$ cat config.mk
export PLATFORM = sky130hd
export DESIGN_NAME = ram_port_scheduler
export DESIGN_NICKNAME = d
export VERILOG_FILES = /design/src/rtl/ram_port_scheduler.sv
export SDC_FILE = /design/constraint.sdc
export NUM_CORES = 1
export LEC_CHECK = 0
export BUFFER_PORTS_ARGS = -buffer_cell sky130_fd_sc_hd__buf_2
export CORE_ASPECT_RATIO = 0.75
export CORE_MARGIN = 2
export CORE_UTILIZATION = 40
export CTS_BUF_LIST = sky130_fd_sc_hd__clkbuf_8 sky130_fd_sc_hd__clkbuf_16
export CTS_CLUSTER_SIZE = 12
export DETAILED_ROUTE_END_ITERATION = 8
export PLACE_DENSITY = 0.66
export SETUP_SLACK_MARGIN = 0.4
export SYNTH_ARGS = -nofsm -noshare
export SYNTH_HDL_FRONTEND = slang
export SYNTH_SLANG_ARGS = --single-unit
$ cat constraint.sdc
create_clock -name clock -period 12.6 [get_ports clock]
set_input_delay 2.52 -clock clock [delete_from_list [all_inputs] [get_ports clock]]
set_output_delay 2.52 -clock clock [all_outputs]
set_load 0.01 [all_outputs]
$ cat src/rtl/ram_port_scheduler.sv
// Round-robin scheduler sharing both ports of a 16x8 dual-port RAM among NUM_REQ requesters.
// Grants up to two accesses per cycle; a same-address write pair drops the port-B grant.
module ram_port_scheduler #(
    parameter int NUM_REQ    = 4,
    parameter int ADDR_WIDTH = 4,
    parameter int DATA_WIDTH = 8
) (
    input  logic                           clock,
    input  logic                           reset_n,
    input  logic [NUM_REQ-1:0]             req,
    input  logic [NUM_REQ-1:0]             req_we,
    input  logic [NUM_REQ*ADDR_WIDTH-1:0]  req_addr,
    input  logic [NUM_REQ*DATA_WIDTH-1:0]  req_wdata,
    output logic [NUM_REQ-1:0]             gnt,
    output logic [NUM_REQ*DATA_WIDTH-1:0]  rdata,
    output logic [NUM_REQ-1:0]             rvalid,
    output logic                           write_enable_A,
    output logic                           write_enable_B,
    output logic [7:0]                     address_A,
    output logic [7:0]                     address_B,
    output logic [DATA_WIDTH-1:0]          data_in_A,
    output logic [DATA_WIDTH-1:0]          data_in_B,
    input  logic [DATA_WIDTH-1:0]          data_out_A,
    input  logic [DATA_WIDTH-1:0]          data_out_B,
    output logic [15:0]                    collision_count
);

    localparam int PW = (NUM_REQ > 1) ? $clog2(NUM_REQ) : 1;
    typedef logic [PW-1:0] idx_t;

    logic [ADDR_WIDTH-1:0] addr_arr  [NUM_REQ];
    logic [DATA_WIDTH-1:0] wdata_arr [NUM_REQ];

    for (genvar i = 0; i < NUM_REQ; i++) begin : g_unpack
        assign addr_arr[i]  = req_addr[i*ADDR_WIDTH +: ADDR_WIDTH];
        assign wdata_arr[i] = req_wdata[i*DATA_WIDTH +: DATA_WIDTH];
    end

    idx_t                                 rr_ptr_q, rr_ptr_d;
    logic [NUM_REQ-1:0][DATA_WIDTH-1:0]   rdata_q, rdata_d;
    logic [NUM_REQ-1:0]                   rvalid_q, rvalid_d;
    logic [15:0]                          coll_cnt_q, coll_cnt_d;

    idx_t idx_a, idx_b, pos;
    logic found_a, found_b, collision, gnt_a, gnt_b;

    function automatic idx_t wrap_inc(input idx_t x);
        if (int'(x) == NUM_REQ - 1) return '0;
        return x + idx_t'(1);
    endfunction

    // One pass around the ring from rr_ptr: first hit takes A, second takes B.
    always_comb begin
        found_a = 1'b0;
        found_b = 1'b0;
        idx_a   = '0;
        idx_b   = '0;
        pos     = rr_ptr_q;
        for (int k = 0; k < NUM_REQ; k++) begin
            if (req[pos]) begin
                if (!found_a) begin
                    found_a = 1'b1;
                    idx_a   = pos;
                end else if (!found_b) begin
                    found_b = 1'b1;
                    idx_b   = pos;
                end
            end
            pos = wrap_inc(pos);
        end
        collision = found_a && found_b && req_we[idx_a] && req_we[idx_b]
                    && (addr_arr[idx_a] == addr_arr[idx_b]);
        gnt_a = found_a && reset_n;
        gnt_b = found_b && !collision && reset_n;
    end

    always_comb begin
        gnt = '0;
        if (gnt_a) gnt[idx_a] = 1'b1;
        if (gnt_b) gnt[idx_b] = 1'b1;
        write_enable_A = gnt_a && req_we[idx_a];
        write_enable_B = gnt_b && req_we[idx_b];
        address_A      = gnt_a ? 8'(addr_arr[idx_a]) : 8'h00;
        address_B      = gnt_b ? 8'(addr_arr[idx_b]) : 8'h00;
        data_in_A      = write_enable_A ? wdata_arr[idx_a] : '0;
        data_in_B      = write_enable_B ? wdata_arr[idx_b] : '0;
    end

    always_comb begin
        rr_ptr_d = rr_ptr_q;
        if (gnt_b)      rr_ptr_d = wrap_inc(idx_b);
        else if (gnt_a) rr_ptr_d = wrap_inc(idx_a);

        rdata_d  = rdata_q;
        rvalid_d = '0;
        if (gnt_a && !req_we[idx_a]) begin
            rdata_d[idx_a]  = data_out_A;
            rvalid_d[idx_a] = 1'b1;
        end
        if (gnt_b && !req_we[idx_b]) begin
            rdata_d[idx_b]  = data_out_B;
            rvalid_d[idx_b] = 1'b1;
        end

        coll_cnt_d = coll_cnt_q;
        if (collision && gnt_a && (coll_cnt_q != 16'hFFFF)) coll_cnt_d = coll_cnt_q + 16'd1;
    end

    always_ff @(posedge clock or negedge reset_n) begin
        if (!reset_n) begin
            rr_ptr_q   <= '0;
            rdata_q    <= '0;
            rvalid_q   <= '0;
            coll_cnt_q <= '0;
        end else begin
            rr_ptr_q   <= rr_ptr_d;
            rdata_q    <= rdata_d;
            rvalid_q   <= rvalid_d;
            coll_cnt_q <= coll_cnt_d;
        end
    end

    assign rdata           = rdata_q;
    assign rvalid          = rvalid_q;
    assign collision_count = coll_cnt_q;

endmodule

==> key figures <==
Global routing
  – Largest net degree at the start of global routing: 58
  – Number of antenna violations at the first check in global routing: 0
  – GRT overflow: 0
  – Vias in the first global route: 4,506
  – Tot GR Track Use: 0.224
  – First-pass GRT wire length: 22,700 um

Synthesis
  – Synth Register Bits: 54
  – Cells after Synth: 547
  – Post-synth top flop: dfrtp_1
  – Syn Area/Cell: 8.45 um2
  – Sequential element share of the synthesized area: 0.292
  – Async SR Flop Fraction: 1.00
  – Warnings from Yosys: 0
  – Post-synthesis cell type count: 60
  – Synth Cell Area: 4620 um2
  – EDFF count, synth: 0

Worst hold path
  – Worst hold path type: register to register

STA
  – Max Freq: 0.106 GHz
  – Fin. max-slew vios: 0
  – Setup TNS: 0 ns
  – Final setup viols: 0
  – Final period util: 0.747
  – Final worst slack: 3.19 ns
  – Slew HR: 0.300
  – Worst slew pin tran: 1.04 ns
  – RSZ-0062 raised after global routing: no
  – Tmin final: 9.41 ns
  – Clock skew: 0.00598 ns
  – Final Hold Viols: 0

Route
  – Routed length per placed instance: 17.3 um
  – Post-route antenna net violation count: 0
  – Drt first-iter violations: 260
  – Max layer used: met4
  – Met3 routed WL: 1240 um
  – DR DRC count: 0
  – Met2 WL post-DR: 6390 um
  – First-pass detailed-route iteration total: 5
  – DRT Wirelength: 14,000 um
  – Via count: 4,569
  – Via-to-Cell Ratio: 5.63
  – WL met1: 6190 um

Placed design
  – Port Buf Inserts: 155
  – Post-detail-place hpwl: 10,400 um
  – RePlAce Congestion: 0.911
  – DP Worst Slack: 3.27 ns
  – Placed Cells: 803

Power and ir drop
  – P_leak: 2.89 nW
  – Pwr Total: 0.00193 W
  – Pwr/cell area: 351 nW/um2
  – VDD IR max: 0.134 mV

Floorplanning
  – Die Area: 12,400 um2
  – Core region area: 11,100 um2
  – IO Pins: 164
  – Die height: 97.1 um
  – Cell row count: 33
  – Overall die width: 128 um
  – Initial Util: 0.416

Finish
  – Final Core Density: 0.496
  – Area Overhead vs Synth: 19.2%
  – Fill count: 1,093
  – Diodes inserted: 0
  – Commonest non-fill, non-tap cell in the layout: buf_2
  – Commonest cells after routing, fill and taps aside: buf_2, nand2_1, mux2i_1
  – Ratio of cells with drive above 1 in the final layout: 0.280
  – Total Nets Final: 754
  – Final non-filler cell total: 811

Clock tree
  – Longest Clk Path Bufs: 2
  – Postcts setup bufs: 0
  – Clk root buf: clkbuf_16
  – Clock Sinks: 54
  – Htree depth: 2
  – CTS Hold Bufs: 0
  – CTS tree: built
  – CTS Buf Count: 5
  – Clk_lat worst skew: 0.29 ns
  – CTS resizes: 0
  – Clk pin slew, worst setup/hold paths: 0.07 ns

Worst setup path
  – Worst setup path endpoint: data_in_B[3]
  – Crit path launch: req[2]
  – Startpoint Class: primary input
  – Worst R2R Path Depth: 12
  – CP max FO: 17
  – Flop2flop setup slack: 6.49 ns
  – Critical R2R Launch: rr_ptr_q[0]$_DFFE_PN0P_
  – RR Endpoint: collision_count[1]$_DFFE_PN0P_
  – Kind of critical path: primary input to output port
  – Worst path required time: 10.08 ns
  – Critical path arrival: 6.89 ns
  – CP Capture Type: output port

Run
  – Max Cap Violations: 0

Run status
  – Status: finished clean
-- routing by layer --
layer | track usage | up-vias
met5 | 0 | -
met4 | 0.0566 | 0
met3 | 0.0374 | 25
met2 | 0.358 | 230
met1 | 0.314 | 2143
li1 | - | 2171
-- kinds of logic (layout without fill, tap and decap cells) --
family | count (synthesis) | after routing | share of synthesized area
adder cells (fa/ha/maj) | 10 | 10 | 0.0271
buffers and inverters | 63 | 180 | 0.0755
flip-flops | 54 | 54 | 0.292
AO/OA/AOI/OAI | 110 | 110 | 0.165
multiplexers | 79 | 79 | 0.181
AND/OR/NAND/NOR | 210 | 210 | 0.221
other | 1 | 8 | 0.000811
XOR/XNOR | 20 | 20 | 0.0379
-- synthesized netlist by cell type, types with 2 or more instances --
library cell / count / area (um2)
nand2_1: 93 / 349
mux2i_1: 69 / 691
dfrtp_1: 54 / 1350
o21ai_0: 45 / 225
nand3_1: 28 / 140
clkbuf_1: 20 / 75.1
xnor2_1: 19 / 166
a211oi_1: 18 / 135
nor2_1: 18 / 67.6
a21oi_1: 17 / 85.1
and3_1: 13 / 81.3
buf_4: 13 / 97.6
inv_1: 13 / 48.8
nand4_1: 12 / 75.1
nor2b_1: 12 / 75.1
ha_1: 10 / 125
and2_1: 9 / 56.3
buf_2: 9 / 45.0
buf_6: 7 / 78.8
nand2b_1: 6 / 37.5
nor3_1: 6 / 30.0
nand3b_1: 5 / 37.5
a22o_1: 4 / 35.0
mux2_2: 4 / 45.0
mux2_4: 3 / 45.0
nor4_1: 3 / 18.8
a221oi_2: 2 / 30.0
a31oi_1: 2 / 12.5
or3_1: 2 / 12.5
-- per-stage QoR --
| stage | area [um2] | hold WS (ns) |
|---|---|---|
| after floorplan | 4650 | 0.525 |
| after global placement | 5350 | 0.482 |
| after detailed placement | 5350 | 0.487 |
| after CTS | 5510 | 0.500 |
| after global routing | 5510 | 0.512 |
| final | 5510 | 0.496 |
-- registers in the layout (all words and copies together) (netlist names) --
name	count
rr_ptr_q	2
rdata	32
rvalid	4
collision_count	16
-- worst max-delay path, stage by stage --
cell	delay [ns]
buf_2	0.17
mux4_2	0.60
nand3_1	0.14
o311ai_0	0.17
nand3_1	0.13
nand4_1	0.57
inv_1	0.69
mux2i_1	0.34
xnor2_1	0.15
and4bb_1	0.45
a211oi_4	0.58
and3_1	0.25
buf_2	0.13
-- where the power goes --
group	internal [W]	switching [W]	leakage, nW	total [W]
Combinational	0.000572	0.000913	2.11	0.00149
Sequential	0.000236	0.0000578	0.697	0.000294
Clock	0.0000931	0.0000621	0.0812	0.000155
Total	0.000902	0.00103	2.89	0.00193
-- final cells by class --
class,instances,area [um2],share of cell area
sequential,54,1350,0.245
multi-input combinational,437,2970,0.538
tap,140,175,0.0318
clock inverter,3,41.3,0.00749
clock buffer,5,125,0.0227
inverter,14,52.6,0.00953
timing repair buffer,158,798,0.145
-- worst min-delay path by stage --
stage | start | to | slack, ns | cells past startpoint
after floorplan | collision_count[15]$_DFFE_PN0P_ | collision_count[15]$_DFFE_PN0P_ | 0.52 | 1
after global placement | collision_count[4]$_DFFE_PN0P_ | collision_count[4]$_DFFE_PN0P_ | 0.48 | 1
after detailed placement | collision_count[4]$_DFFE_PN0P_ | collision_count[4]$_DFFE_PN0P_ | 0.49 | 1
after CTS | collision_count[11]$_DFFE_PN0P_ | collision_count[11]$_DFFE_PN0P_ | 0.50 | 1
after global routing | collision_count[11]$_DFFE_PN0P_ | collision_count[11]$_DFFE_PN0P_ | 0.51 | 1
final | collision_count[11]$_DFFE_PN0P_ | collision_count[11]$_DFFE_PN0P_ | 0.50 | 1
No activity file was read; power rests on OpenSTA's default activity.
